[src/rtl/uart_pkg.sv]
// Shared constants for the UART transmit path: FSM encoding, parity select and line levels.
package uart_pkg;

   localparam logic [2:0] ST_IDLE   = 3'd0;
   localparam logic [2:0] ST_START  = 3'd1;
   localparam logic [2:0] ST_DATA   = 3'd2;
   localparam logic [2:0] ST_PARITY = 3'd3;
   localparam logic [2:0] ST_STOP   = 3'd4;

   localparam logic PAR_EVEN  = 1'b0;
   localparam logic PAR_ODD   = 1'b1;
   localparam logic LINE_IDLE = 1'b1;

endpackage

[src/rtl/uart_tx_serializer_if.sv]
// Byte request / serial line bundle between the system controller and the UART transmitter.
interface uart_tx_serializer_if #(
   parameter int DATA_WIDTH = 8
);
   logic [DATA_WIDTH-1:0] p_data;
   logic                  data_valid;
   logic                  par_en;
   logic                  par_typ;
   logic                  tx_out;
   logic                  busy;

   modport master (
      output p_data, data_valid, par_en, par_typ,
      input  tx_out, busy
   );

   modport slave (
      input  p_data, data_valid, par_en, par_typ,
      output tx_out, busy
   );
endinterface

[src/rtl/uart_tx_parity.sv]
// Parity generator: XOR reduction of the payload, inverted for odd parity.
// Kept separate so the receive side can reuse it for checking.
module uart_tx_parity
   import uart_pkg::*;
#(
   parameter int DATA_WIDTH = 8
) (
   input  logic [DATA_WIDTH-1:0] data,
   input  logic                  par_typ,
   output logic                  par_bit
);

   assign par_bit = (^data) ^ (par_typ == PAR_ODD);

endmodule

[src/rtl/uart_tx_serializer.sv]
// UART frame serializer: start bit, LSB-first payload, optional parity, stop bit.
// One i_clk cycle is one bit period; all outputs come straight from registers.
module uart_tx_serializer
   import uart_pkg::*;
#(
   parameter int DATA_WIDTH = 8
) (
   input  logic                  i_clk,
   input  logic                  i_rst_n,
   uart_tx_serializer_if.slave   bus
);

   localparam int CNT_W = (DATA_WIDTH > 1) ? $clog2(DATA_WIDTH) : 1;
   localparam logic [CNT_W-1:0] CNT_LAST = CNT_W'(DATA_WIDTH - 1);

   logic [2:0]            state_reg,   state_next;
   logic [CNT_W-1:0]      cnt_reg,     cnt_next;
   logic [DATA_WIDTH-1:0] data_reg,    data_next;
   logic                  par_en_reg,  par_en_next;
   logic                  par_typ_reg, par_typ_next;
   logic                  tx_reg,      tx_next;
   logic                  busy_reg,    busy_next;

   logic                  par_bit;
   logic [CNT_W-1:0]      cnt_inc;

   assign cnt_inc = cnt_reg + CNT_W'(1);

   uart_tx_parity #(
      .DATA_WIDTH (DATA_WIDTH)
   ) u_parity (
      .data    (data_reg),
      .par_typ (par_typ_reg),
      .par_bit (par_bit)
   );

   // Next-state logic computes the line level for the *coming* bit period,
   // so the start bit appears in the same edge that accepts the byte.
   always_comb begin
      state_next   = state_reg;
      cnt_next     = cnt_reg;
      data_next    = data_reg;
      par_en_next  = par_en_reg;
      par_typ_next = par_typ_reg;
      tx_next      = tx_reg;
      busy_next    = busy_reg;

      case (state_reg)
         ST_IDLE: begin
            tx_next   = LINE_IDLE;
            busy_next = 1'b0;
            if (bus.data_valid) begin
               data_next    = bus.p_data;
               par_en_next  = bus.par_en;
               par_typ_next = bus.par_typ;
               state_next   = ST_START;
               tx_next      = 1'b0;
               busy_next    = 1'b1;
            end
         end
         ST_START: begin
            state_next = ST_DATA;
            cnt_next   = '0;
            tx_next    = data_reg[0];
         end
         ST_DATA: begin
            if (cnt_reg == CNT_LAST) begin
               if (par_en_reg) begin
                  state_next = ST_PARITY;
                  tx_next    = par_bit;
               end else begin
                  state_next = ST_STOP;
                  tx_next    = LINE_IDLE;
               end
            end else begin
               cnt_next = cnt_inc;
               tx_next  = data_reg[cnt_inc];
            end
         end
         ST_PARITY: begin
            state_next = ST_STOP;
            tx_next    = LINE_IDLE;
         end
         ST_STOP: begin
            state_next = ST_IDLE;
            tx_next    = LINE_IDLE;
            busy_next  = 1'b0;
         end
         default: begin
            state_next = ST_IDLE;
            tx_next    = LINE_IDLE;
            busy_next  = 1'b0;
         end
      endcase
   end

   always_ff @(posedge i_clk or negedge i_rst_n) begin
      if (!i_rst_n) begin
         state_reg   <= ST_IDLE;
         cnt_reg     <= '0;
         data_reg    <= '0;
         par_en_reg  <= 1'b0;
         par_typ_reg <= 1'b0;
         tx_reg      <= LINE_IDLE;
         busy_reg    <= 1'b0;
      end else begin
         state_reg   <= state_next;
         cnt_reg     <= cnt_next;
         data_reg    <= data_next;
         par_en_reg  <= par_en_next;
         par_typ_reg <= par_typ_next;
         tx_reg      <= tx_next;
         busy_reg    <= busy_next;
      end
   end

   assign bus.tx_out = tx_reg;
   assign bus.busy   = busy_reg;

endmodule

[src/flat_wrapper.sv]
// flat-port wrapper written by rule: the top's interface ports become plain ports
module uart_tx_serializer_flat import uart_pkg::*;
#(
   parameter int DATA_WIDTH = 8
)
  (i_clk, i_rst_n, bus_p_data, bus_data_valid, bus_par_en, bus_par_typ, bus_tx_out, bus_busy);
  uart_tx_serializer_if #(.DATA_WIDTH(DATA_WIDTH)) bus_i ();
  input  logic i_clk;
  input  logic i_rst_n;
  input wire logic [$bits(bus_i.p_data)-1:0] bus_p_data;
  input wire logic [$bits(bus_i.data_valid)-1:0] bus_data_valid;
  input wire logic [$bits(bus_i.par_en)-1:0] bus_par_en;
  input wire logic [$bits(bus_i.par_typ)-1:0] bus_par_typ;
  output wire logic [$bits(bus_i.tx_out)-1:0] bus_tx_out;
  output wire logic [$bits(bus_i.busy)-1:0] bus_busy;
  assign bus_i.p_data = bus_p_data;
  assign bus_i.data_valid = bus_data_valid;
  assign bus_i.par_en = bus_par_en;
  assign bus_i.par_typ = bus_par_typ;
  assign bus_tx_out = bus_i.tx_out;
  assign bus_busy = bus_i.busy;
  uart_tx_serializer #(.DATA_WIDTH(DATA_WIDTH)) u_core (.i_clk(i_clk), .i_rst_n(i_rst_n), .bus(bus_i));
endmodule
[config.mk]
export PLATFORM = sky130hd
export DESIGN_NAME = uart_tx_serializer_flat
export DESIGN_NICKNAME = d
export VERILOG_FILES = /design/src/rtl/uart_pkg.sv /design/src/rtl/uart_tx_serializer_if.sv /design/src/rtl/uart_tx_parity.sv /design/src/rtl/uart_tx_serializer.sv /design/src/flat_wrapper.sv
export SDC_FILE = /design/constraint.sdc
export NUM_CORES = 1
export LEC_CHECK = 0
export ABC_AREA = 1
export CAP_MARGIN = 30
export CORE_MARGIN = 5
export CORE_UTILIZATION = 35
export CTS_BUF_LIST = sky130_fd_sc_hd__clkbuf_2 sky130_fd_sc_hd__clkbuf_4 sky130_fd_sc_hd__clkbuf_8
export DETAILED_ROUTE_END_ITERATION = 10
export PLACE_DENSITY = 0.59
export SLEW_MARGIN = 20
export SYNTH_ARGS = -nofsm -noshare
export SYNTH_HDL_FRONTEND = slang
export SYNTH_SLANG_ARGS = --single-unit
[constraint.sdc]
create_clock -name i_clk -period 3.2 [get_ports i_clk]
set_input_delay 0.32 -clock i_clk [delete_from_list [all_inputs] [get_ports i_clk]]
set_output_delay 0.32 -clock i_clk [all_outputs]
set_load 0.01 [all_outputs]
==> results.md, run 1 <==
* Setup repair after global routing missed its margin: false
* Final period utilization at 51.76%
* Violation count after the first detailed-route iteration at 19
* Outcome: complete, no violations
* R2R depth at 8
* Setup CP Type: register to output pin
* Reg2reg start: u_core.cnt_reg[0]
* Syn_area_per_cell at 7.712 um^2
* Longest individual stage delay on the worst path at 0.53 ns
* Post-synthesis cell area at 987.2 um^2
* Total Wirelength at 1882 um
* Switching pwr at roughly 0.52 mW
* Slowest cell on the critical path: dfstp_2
* Setup slack on the worst flop-to-flop path at 1.77 ns
* Crit-path leading delay family: flip-flops
* Buf/Inv on CP at 1
* Leakage power at slightly above 0.6 nW
* Critical path arrival at ~1.3 ns
* Fin Clk Skew at around 0.0027 ns
* Worst-case hold slack at 0.4934 ns
* WL/cell at 10.69 um
* Cell type with the highest aggregate area in the netlist: dfrtp_1
* Number of warning messages in the yosys log at 0
* Initial cell density of the core at a little over a third
* Register clock-pin slew on the reported worst setup and hold paths at 0.10 ns
* TritonCTS clock tree: done
* Layout cell share with drive strength beyond 1 at under 10%
* Clock share of power at 11.7%
* Biggest fanout along the worst timing path at 1
* Setup Fix Bufs, Post-CTS at 0
* Count of inserted antenna diode cells at 0
* Hold/Removal Path Class: primary input to async pin
* Max FFs per register at 8
* Sum of negative setup slack at 0 ns
* Number of iterations in the first detailed-routing pass at 4
* Final WS setup at 1.544 ns
* Max-Slew Margin vs Limit at 45.14%
* Power density over cell area at 996.0 nW/um^2
* Fill cells at 285
* Area of the placeable core at approximately 2700 um^2
* Sequential share of power at between 30% and 40%
* Clock latency on the worst-skew pair at 0.29 ns
* Total of cells resized after clock tree synthesis at 0
* Worst EP required at 2.88 ns
* Number of H-tree levels at 1
* CTS max path bufs at 2
* Share of the yosys chip area belonging to registers at 45.75%
* Dominant cells by area after synthesis: dfrtp_1 (43%), nand2_1 (12%), inv_1 (6.8%), nor2_1 (6.8%), a21oi_1 (5.6%)
* Combinational share of power at 52.2%
* Transition time of the tightest slew-check pin at 0.8203 ns
* Number of routed nets with antenna violations at 0
* Pin count of the biggest net entering global routing at 20
* Final Setup Violations at 0
* Register bit count reported by yosys at 18
* Global Route Usage Sum at between 10% and 20%
* Internal power component at 0.6628 mW
* Reg2reg end: u_core.cnt_reg[0]
* Buffers added on ports at 14
* Drt drc at 0
* Source of the critical timing path: u_core.bus.tx_out
* Worst path depth at 1
* Full die area at between 3000 and 4000 um^2
* Quantity of hold-fixing buffers added after cts at 0
* Highest achievable clock rate at ~0.60 GHz
* Initial antenna violation count at 0
* Worst IR Drop VDD at between 0.4 and 0.5 mV
* Number of global-route vias before repair at 810
* Post-detailed-placement half-perimeter wirelength at 1523 um
* CTS Root Cell: clkbuf_4
* Crit start category: register
* Switching power share of the total at 44.13%
* Die outline width at 63.11 um
* Global-route congestion overflow total at 0
* Final slew viol count at 0
* Number of max-cap violations at 0
* Post-synth cell types at 21
* Vias at about 860
* Post-Place Setup Slack at between 1.5 and 2 ns
* Total I/O pin count at 15
* Y dimension of the die at ~63 um
* Minimum clock period after layout at 1.656 ns
* Most common library cell in the layout ignoring fill and taps: nand2_1
* Synth Net Count at around 140
* Growth of design area from synthesis to finish at 20.66%
* Final number of hold-violating endpoints at 0
* Average via count per standard cell at about 4.9
* Top-area cell type share of the netlist area at a little over two fifths
* Fin nets at 161
* Number of buffers added by the clock tree synthesis step at 3
* Post-synthesis cell count at 128
* Final weighted congestion in routability-driven placement at 0.8356
* Sequence of cells on the critical path: clkdlybuf4s50_1
* Clock sink total at 18
* Global-route wire length before repair at 3374 um
* Leading cell types in the layout, fill and taps excluded: nand2_1 (32), inv_1 (18), nor2_1 (18)
* Kind of end point of the critical path: output pin
* Number of placement rows at 19
==> logic make-up after synthesis <==
| family | Yosys count | share of synthesized area [%] |
|---|---|---|
| simple gates | 64 | 28.39 |
| compound gates | 21 | 11.03 |
| buf+inv | 20 | 8.364 |
| flops | 18 | 45.75 |
| mux | 2 | 3.042 |
| fa+ha+maj | 2 | 2.534 |
| xor+xnor | 1 | 0.8874 |
==> cell type report <==
class                           count  area [um^2]  share of cell area, %
Clock buffer                        4        36.28                  3.046
Inverter                           19        71.32                  5.987
Multi-Input combinational cell     90        452.9                  38.03
Sequential cell                    18        451.7                  37.92
Tap cell                           31        38.79                  3.256
Timing Repair Buffer               14        140.1                  11.76
==> layer usage <==
metal	wire, um	GRT usage, %	vias up	part of all wire (%)
met5	0	0	-	0
met4	22	3.979	0	1.2
met3	78	2.487	4	4.1
met2	906	16.92	18	48
met1	875	12.92	391	46
li1	-	-	442	-
==> synth_stat cells, drive strengths merged <==
| library cell | n |
|---|---|
| nor2 | 19 |
| ha | 2 |
| xor2 | 1 |
| nand3 | 6 |
| nor3 | 2 |
| a21oi | 12 |
| dfstp | 1 |
| nand2 | 35 |
| nor4 | 1 |
| dfrtp | 17 |
| buf | 1 |
| nand4 | 1 |
| mux2 | 2 |
| inv | 19 |
| o21ai | 9 |
==> per-stage QoR <==
stage / std cells / power (mW) / utilization [%] / instance area, um^2
final: 176 / 1.186 / 43.57 / 1191
after CTS: 176 / 1.209 / 43.57 / 1191
after global routing: 176 / 1.332 / 43.57 / 1191
after detailed placement: 172 / 1.068 / 42.24 / 1155
after global placement: 172 / 1.039 / 42.24 / 1155
after floorplan: 128 / 0.9158 / - / 987.2
==> worst max-delay path by stage <==
stage	endpoint
after global routing	bus_tx_out
after global placement	u_core.data_reg[7]
after floorplan	u_core.bus.tx_out
final	bus_tx_out
after CTS	bus_tx_out
after detailed placement	u_core.data_reg[6]
==> power groups by stage <==
stage / registers, mW / logic (mW) / clock network [mW]
floorplan: 0.419 / 0.497 / 0
global placement: 0.429 / 0.610 / 0
detailed placement: 0.436 / 0.632 / 0
CTS: 0.430 / 0.633 / 0.145
global route: 0.447 / 0.732 / 0.154
finish: 0.428 / 0.619 / 0.139
(Power assumes the default switching activity.)
==> inputs of run 2 (changes only) <==
Clock period 3.2 ns to 1.7 ns, I/O delays scaled along.
==> run 2 against run 1 <==
Non-clock buffer count increased by 1; via count decreased by 3.2%; critical endpoint unchanged; register-to-register slack got worse by 1.5 ns; core utilization increased by 0.27 points; worst hold slack got worse by 0.37 ns; sequential power increased by 88%; count of clock-buffer cells in the layout unchanged; die area unchanged.
==> results.md, run 2 (synthesized netlist as in run 1, its figures left out) <==
* Outcome: complete, no violations (unchanged)
* Slowest cell on the critical path: dfstp_2 (unchanged)
* Drt drc at 0 (unchanged)
* Fin Clk Skew at 0.006251 ns (was 0.002667 ns)
* Pin count of the biggest net entering global routing at 20 (unchanged)
* Violation count after the first detailed-route iteration at 32 (was 19)
* Number of placement rows at 19 (unchanged)
* Number of buffers added by the clock tree synthesis step at 3 (unchanged)
* Average via count per standard cell at 4.678 (was 4.858)
* Max FFs per register at 8 (unchanged)
* Final number of hold-violating endpoints at 0 (unchanged)
* Buf/Inv on CP at 1 (unchanged)
* Buffers added on ports at 14 (unchanged)
* Crit-path leading delay family: flip-flops (unchanged)
* Combinational share of power at 52.1% (was 52.2%)
* Worst EP required at 1.53 ns (was 2.88 ns)
* Clock share of power at 12.1% (was 11.7%)
* CTS Root Cell: clkbuf_4 (unchanged)
* Setup Fix Bufs, Post-CTS at 0 (unchanged)
* Register clock-pin slew on the reported worst setup and hold paths at 0.11 ns (was 0.10 ns)
* R2R depth at 9 (was 8)
* Number of routed nets with antenna violations at 0 (unchanged)
* Clock sink total at 18 (unchanged)
* Number of H-tree levels at 1 (unchanged)
* Number of iterations in the first detailed-routing pass at 4 (unchanged)
* Leading cell types in the layout, fill and taps excluded: nand2_1 (32), inv_1 (18), nor2_1 (18) (unchanged)
* Worst path depth at 1 (unchanged)
* Quantity of hold-fixing buffers added after cts at 0 (unchanged)
* Kind of end point of the critical path: output pin (unchanged)
* Max-Slew Margin vs Limit at 75.90% (was 45.14%)
* Sum of negative setup slack at 0 ns (unchanged)
* Setup repair after global routing missed its margin: false (unchanged)
* Leakage power at 0.6133 nW (was 0.6085 nW)
* WL/cell at 10.64 um (was 10.69 um)
* Crit start category: register (unchanged)
* Post-placement cell count at 173 (was 172)
* Clock latency on the worst-skew pair at 0.30 ns (was 0.29 ns)
* Biggest fanout along the worst timing path at 1 (unchanged)
* Critical path arrival at 1.34 ns (about the same)
* Vias at 828 (was 855)
* Critical Path End: bus_tx_out (unchanged)
* Post-detailed-placement half-perimeter wirelength at 1557 um (was 1523 um)
* Initial antenna violation count at 0 (unchanged)
* Transition time of the tightest slew-check pin at 0.3588 ns (was 0.8203 ns)
* Layout cell share with drive strength beyond 1 at 10.27% (was 9.655%)
* Internal power component at 1.251 mW (was 0.6628 mW)
* Hold/Removal Path Class: primary input to async pin (unchanged)
* Full die area at 3983 um^2 (unchanged)
* Minimum clock period after layout at 1.511 ns
* Final slew viol count at 0 (unchanged)
* Setup CP Type: register to output pin (unchanged)
* Switching pwr at 0.9918 mW (was 0.5235 mW)
* TritonCTS clock tree: done (unchanged)
* Final Setup Violations at 0 (unchanged)
* Sequential share of power at 35.8% (was 36.1%)
* Power density over cell area at 1871 nW/um^2 (was 996.0 nW/um^2)
* Source of the critical timing path: u_core.bus.tx_out (unchanged)
* Reg2reg end: u_core.bus.tx_out (was u_core.cnt_reg[0])
* Worst-case hold slack at 0.1239 ns (was 0.4934 ns)
* Highest achievable clock rate at 0.6618 GHz
* Global-route wire length before repair at 3318 um (was 3374 um)
* Final weighted congestion in routability-driven placement at 0.7435 (was 0.8356)
* Worst IR Drop VDD at 0.9146 mV (was 0.4642 mV)
* Sequence of cells on the critical path: clkdlybuf4s50_1 (unchanged)
* Count of inserted antenna diode cells at 0 (unchanged)
* Final core utilization at 43.84% (was 43.57%)
* Reg2reg start: u_core.cnt_reg[0] (unchanged)
* Most common library cell in the layout ignoring fill and taps: nand2_1 (unchanged)
* Global Route Usage Sum at 10.35% (was 10.30%)
* Switching power share of the total at 44.22% (was 44.13%)
* Y dimension of the die at 63.11 um (unchanged)
* Total I/O pin count at 15 (unchanged)
* Total Wirelength at 1883 um (was 1882 um)
* Number of standard cells in the final layout excluding fillers at 177 (was 176)
* Number of max-cap violations at 0 (unchanged)
* Number of global-route vias before repair at 787 (was 810)
* Final period utilization at 88.88%
* Die outline width at 63.11 um (unchanged)
* Setup slack on the worst flop-to-flop path at 0.26 ns (was 1.77 ns)
* Global-route congestion overflow total at 0 (unchanged)
* Total chip power at 2.243 mW (was 1.186 mW)
* Total of cells resized after clock tree synthesis at 0 (unchanged)
* Area of the placeable core at 2734 um^2 (unchanged)
* Growth of design area from synthesis to finish at 21.42% (was 20.66%)
* CTS max path bufs at 2 (unchanged)
* Initial cell density of the core at 36.11% (unchanged)
* Longest individual stage delay on the worst path at 0.53 ns (about the same)
* Fin nets at 162 (was 161)
==> run 2: worst min-delay path by stage <==
stage,start,end,slack [ns],cells past startpoint
after floorplan,i_rst_n,u_core.bus.busy,-0.13,0
after global placement,i_rst_n,u_core.bus.busy,0.46,1
after detailed placement,i_rst_n,u_core.bus.busy,0.46,1
after CTS,i_rst_n,u_core.data_reg[1],0.13,1
after global routing,i_rst_n,u_core.data_reg[1],0.13,1
final,i_rst_n,u_core.data_reg[1],0.12,1
==> run 2: cell type report <==
class	instances	area (um^2)
repair buffers	15	147.6
clock buffers	4	36.28
multi-input cells	90	452.9
inverters	19	71.32
well taps	31	38.79
fillers	279	1535
flip-flops and latches	18	451.7
==> run 2: per-layer routing <==
metal	track usage, %	wire [um]	vias to the layer above	part of all wire (%)
met5	0	0	-	0
met4	2.387	12	0	0.64
met3	5.151	129	2	6.9
met2	17.44	923	15	49
met1	11.63	817	369	43
li1	-	-	442	-
==> run 2: power by group through the flow <==
stage          registers, mW  logic, mW  clock network, mW
2_1_floorplan          0.788      0.936                  0
3_3_place_gp           0.809       1.16                  0
3_5_place_dp           0.816       1.19                  0
4_1_cts                0.809       1.20              0.279
5_1_grt                0.840       1.37              0.296
6_report               0.803       1.17              0.271
==> run 2: through the flow <==
stage	instance area [um^2]	setup WS [ns]
after detailed placement	1162	0.2732
after global routing	1199	0.1323
after CTS	1199	0.1737
after floorplan	987.2	0.4125
after global placement	1162	0.3408
final	1199	0.1890
